$ cat src/rtl/sn74_serial_subtractor.sv
// Bit-serial N-bit subtractor: diff = a - b - borrow_in.
// Operands are processed LSB first through one full-subtractor cell and a borrow flip-flop.
module sn74_serial_subtractor #(
  parameter int unsigned N = 4
) (
  input  logic         clk,
  input  logic         reset,
  input  logic         start,
  input  logic         borrow_in,
  input  logic [N-1:0] a,
  input  logic [N-1:0] b,
  output logic [N-1:0] diff,
  output logic         borrow_out,
  output logic         busy,
  output logic         done
);

  localparam int unsigned CW = (N > 2) ? $clog2(N) : 1;

  typedef enum logic [1:0] {S_IDLE, S_SHIFT, S_DONE} state_t;

  state_t         r_state;
  state_t         w_state_next;
  logic [N-1:0]   r_sa;
  logic [N-1:0]   r_sb;
  logic [N-1:0]   r_sr;
  logic           r_br;
  logic [CW-1:0]  r_cnt;

  logic           w_d;
  logic           w_br_next;
  logic           w_last;
  logic [N-1:0]   w_sr_next;

  // Full-subtractor cell on the current LSBs
  assign w_d       = r_sa[0] ^ r_sb[0] ^ r_br;
  assign w_br_next = (~r_sa[0] & r_sb[0]) | (~(r_sa[0] ^ r_sb[0]) & r_br);
  assign w_sr_next = {w_d, r_sr[N-1:1]};

  // Next-state logic
  always_comb begin
    w_state_next = r_state;
    w_last       = 1'b0;
    unique case (r_state)
      S_IDLE: begin
        if (start) w_state_next = S_SHIFT;
      end
      S_SHIFT: begin
        w_last = (r_cnt == CW'(N - 1));
        if (w_last) w_state_next = S_DONE;
      end
      S_DONE: begin
        w_state_next = S_IDLE;
      end
      default: begin
        w_state_next = S_IDLE;
      end
    endcase
  end

  // State, datapath and registered outputs
  always_ff @(posedge clk) begin
    if (reset) begin
      r_state    <= S_IDLE;
      r_sa       <= '0;
      r_sb       <= '0;
      r_sr       <= '0;
      r_br       <= 1'b0;
      r_cnt      <= '0;
      diff       <= '0;
      borrow_out <= 1'b0;
      busy       <= 1'b0;
      done       <= 1'b0;
    end else begin
      r_state <= w_state_next;
      busy    <= (w_state_next != S_IDLE);
      done    <= (w_state_next == S_DONE);
      unique case (r_state)
        S_IDLE: begin
          if (start) begin
            r_sa  <= a;
            r_sb  <= b;
            r_br  <= borrow_in;
            r_sr  <= '0;
            r_cnt <= '0;
          end
        end
        S_SHIFT: begin
          r_sa  <= r_sa >> 1;
          r_sb  <= r_sb >> 1;
          r_sr  <= w_sr_next;
          r_br  <= w_br_next;
          r_cnt <= r_cnt + CW'(1);
          // Only the completed word is ever exposed on the outputs
          if (w_last) begin
            diff       <= w_sr_next;
            borrow_out <= w_br_next;
          end
        end
        default: begin
        end
      endcase
    end
  end

endmodule

$ cat config.mk
export PLATFORM = sky130hd
export DESIGN_NAME = sn74_serial_subtractor
export DESIGN_NICKNAME = d
export VERILOG_FILES = /design/src/rtl/sn74_serial_subtractor.sv
export SDC_FILE = /design/constraint.sdc
export NUM_CORES = 1
export LEC_CHECK = 0
export CAP_MARGIN = 20
export CORE_AREA = 2 2 41 51
export DETAILED_ROUTE_END_ITERATION = 10
export DIE_AREA = 0 0 43 53
export DONT_BUFFER_PORTS = 1
export GPL_TIMING_DRIVEN = 0
export PLACE_DENSITY = 0.69
export SYNTH_ARGS = -nofsm -noshare
export SYNTH_HDL_FRONTEND = slang
export SYNTH_SLANG_ARGS = --single-unit
$ cat constraint.sdc
create_clock -name clk -period 1.23 [get_ports clk]
set_input_delay 0.3075 -clock clk [delete_from_list [all_inputs] [get_ports clk]]
set_output_delay 0.3075 -clock clk [all_outputs]
set_load 0.03 [all_outputs]
==> results.cfg <==
[sta]
finalCritPeriodShare_pct = 97.33
whs_ns = 0.04905
rsz0062_at_grt = yes
hold_viol_final = 0
slew_headroom_pct = 67.70
final-setup-viol-count = 0
final.setup.tns_ns = 0
tightest_slew_ns = 0.4844
slew_viol_final = 0
max_freq_mhz = 835.3
clock_skew_ns = 0.001270
post-route-min-period_ns = 1.197

[global_route]
gr-usage-all-layers_pct = 16.71
grt_pass1_wl_mm = 2.829
antenna_found_initial = 0
overflow = 0
grt_max_degree = 14
grt_pass1_vias = 646

[final_layout]
nets = 114
antenna_cells = 0
postLayoutCoreUtil_pct = 56.51
drive_above_1_share_pct = 21.21
syn2layout_area_growth_pct = 10.40
fin_cells = 118
postLayoutCellArea_um2 = 1010

[worst_setup_path]
cpPeakStageDelay_ns = 0.55
cp_cell_sequence = inv_2 > fa_2 > nand3_1 > a21oi_1
crit_arrival_ns = 1.44
r2r_cells = 4
end_kind = flop
startpoint = r_br$_SDFFE_PP0P_
cp_num_buf_inv = 1
r2r_end = diff[3]$_SDFFE_PP0P_
cp_slowest_cell = fa_2
ff2ff_setup_slack_ns = 0.03
cp_max_fo = 2
crit_type = reg -> reg
required_ns = 1.47
critPathLaunchType = flop
rr_startpoint = r_br$_SDFFE_PP0P_
critPathTopFamily = adder cells

[synthesis]
postSynthCellCount = 94
syn_nets = 108
synth_seq_area_share_pct = 50.34
ys_warn_count = 0
netlist_area_um2 = 914.6
avgSynthCellArea_um2 = 9.730
ys_ff_latch = 23
synth_cell_types = 21

[place]
io_buffers = 0
dp.cells = 113
dpl-instance-area_um2 = 938.4
hpwlAfterDp_mm = 1.175
place_congestion = 0.7145

[pwr]
p_leak_nw = 0.3943
switching_share_pct = 25.50
seq_power_share_pct = 61.9
p_int_w = 0.0009771
p_sw_w = 0.0003345
power_frac_clock_pct = 26.2
vdd_drop_max_uv = 618.6
cellPowerDensity_nw_per_um2 = 1299
p_comb_share_pct = 11.9

[clock_network]
cts-root-buf = clkbuf_4
h-tree-depth = 1
cts_max_path_buffers = 2
cts_buffers = 3
clk_latency_ns = 0.31
path_clk_slew_ns = 0.12
clock_sinks = 23
cts_hold_buffers = 0
tritoncts = built

[route]
drc = 0
viasPerCell = 5.542
dr_wl_met3_um = 67
routed-via-count = 654
routed-wl-met2_um = 846
postRouteAntennaNets = 0
top_layer = met4
post_drt_wl_per_cell_um = 13.93
wl_mm = 1.644
wl_met1_um = 705
drt_pass1_iterations = 4
drt_iter0_drc = 8

[hold_path]
min_from = reset
min_path_type = in -> reg
hold_depth = 1
worst_hold_path.endpoint = r_sb[0]$_SDFFE_PP0P_

[status]
outcome = complete, no violations

[floorplan]
rows = 17
die_x_um = 43
die_h_um = 53
core_area_um2 = 1787
dieArea_um2 = 2279
pin_count = 19
start_util_pct = 51.19

[run]
maxCapViolations = 0
[cells by family after synthesis]
group / after synthesis / synth area share [%]
simple gates: 31 / 15.05
flops: 23 / 50.34
compound gates: 21 / 16.83
buf+inv: 9 / 5.471
mux: 8 / 8.755
fa+ha+maj: 2 / 3.557
[cell usage in the layout, fill, tap and decap left out, types with 2 or more instances in the layout]
| cell | netlist | routed |
|---|---|---|
| a22oi_1 | 6 | 5 |
| nor2_1 | 18 | 18 |
| buf_4 | 2 | 3 |
| nand3_1 | 4 | 4 |
| dfxtp_2 | 0 | 5 |
| clkbuf_4 | 0 | 4 |
| a21oi_1 | 4 | 4 |
| nand2_1 | 4 | 4 |
| mux2i_1 | 8 | 8 |
| a211oi_1 | 9 | 9 |
| inv_2 | 0 | 2 |
| nand2b_1 | 2 | 2 |
| clkbuf_1 | 2 | 2 |
| dfxtp_1 | 23 | 18 |
[metrics by stage]
step | setup WS, ns | total power (W)
3_3_place_gp | -0.02515 | 0.0009635
5_1_grt | -0.04572 | 0.001380
2_1_floorplan | 0.08114 | 0.0009380
6_report | 0.03288 | 0.001312
4_1_cts | 0.002266 | 0.001306
3_5_place_dp | -0.05289 | 0.0009682
[cell type report]
type                    count  area, um2
plain buffers               6      41.29
repair buffers              1      7.507
fillers                   168      777.0
clock inverters             1      5.005
inverters                   3      11.26
flip-flops and latches     23      466.7
well taps                  19      23.77
multi-input cells          62      431.7
clock buffers               3      22.52
[timing repair]
item / 4_1_cts / 5_1_grt
hold endpoints to repair: 0 / 0
pin swaps: 2 / 1
setup buffers: 1 / 0
resized for setup: 2 / 12
endpoints found under the setup margin: 6 / 10
[state kept, by name, summed over array words and instances, names as in the netlist]
name        flops
done            1
r_cnt           2
r_sb            4
r_sr            3
diff            4
busy            1
r_state         2
borrow_out      1
r_sa            4
r_br            1
[worst register-to-register path: stages, from the launching register on]
cell and delay (ns):
dfxtp_2 0.35, inv_2 0.04, fa_2 0.55, nand3_1 0.08, a21oi_1 0.12
[synthesized netlist by cell type, drive strengths merged]
cell type   n  area, um2
nand2b      2      12.51
nand2       4      15.01
nand3b      1      7.510
clkbuf      3      12.51
fa          1      20.02
mux2i       8      80.08
a22oi       6      45.04
o21ba       1      10.01
and2b       1      7.510
nor2       18      67.56
a21oi       4      20.02
ha          1      12.51
nor3b       1      7.510
nand3       4      20.02
dfxtp      23      460.4
inv         3      11.26
buf         3      26.27
o21bai      1      11.26
a211oi      9      67.56
[power groups by stage]
stage	combinational (W)	clock [W]	sequential (W)
final	0.000156	0.000344	0.000812
after global routing	0.000180	0.000383	0.000817
after CTS	0.000147	0.000351	0.000807
after detailed placement	0.000145	0	0.000823
after global placement	0.000142	0	0.000822
after floorplan	0.000120	0	0.000818
[worst max path at each step]
stage                                         end  depth (start not counted)
after floorplan              r_sr[3]$_SDFFE_PP0P_                          4
after global placement    borrow_out$_SDFFE_PP0P_                          4
after detailed placement  borrow_out$_SDFFE_PP0P_                          4
after CTS                    r_sr[3]$_SDFFE_PP0P_                          4
after global routing         diff[3]$_SDFFE_PP0P_                          4
final                        diff[3]$_SDFFE_PP0P_                          4
[layer usage]
| metal | vias up | global-route usage (%) |
|---|---|---|
| li1 | 334 | - |
| met1 | 304 | 19.92 |
| met2 | 12 | 28.79 |
| met3 | 4 | 3.413 |
| met4 | 0 | 7.576 |
| met5 | - | 0 |
Note: power is estimated with default switching activity, not from simulation.
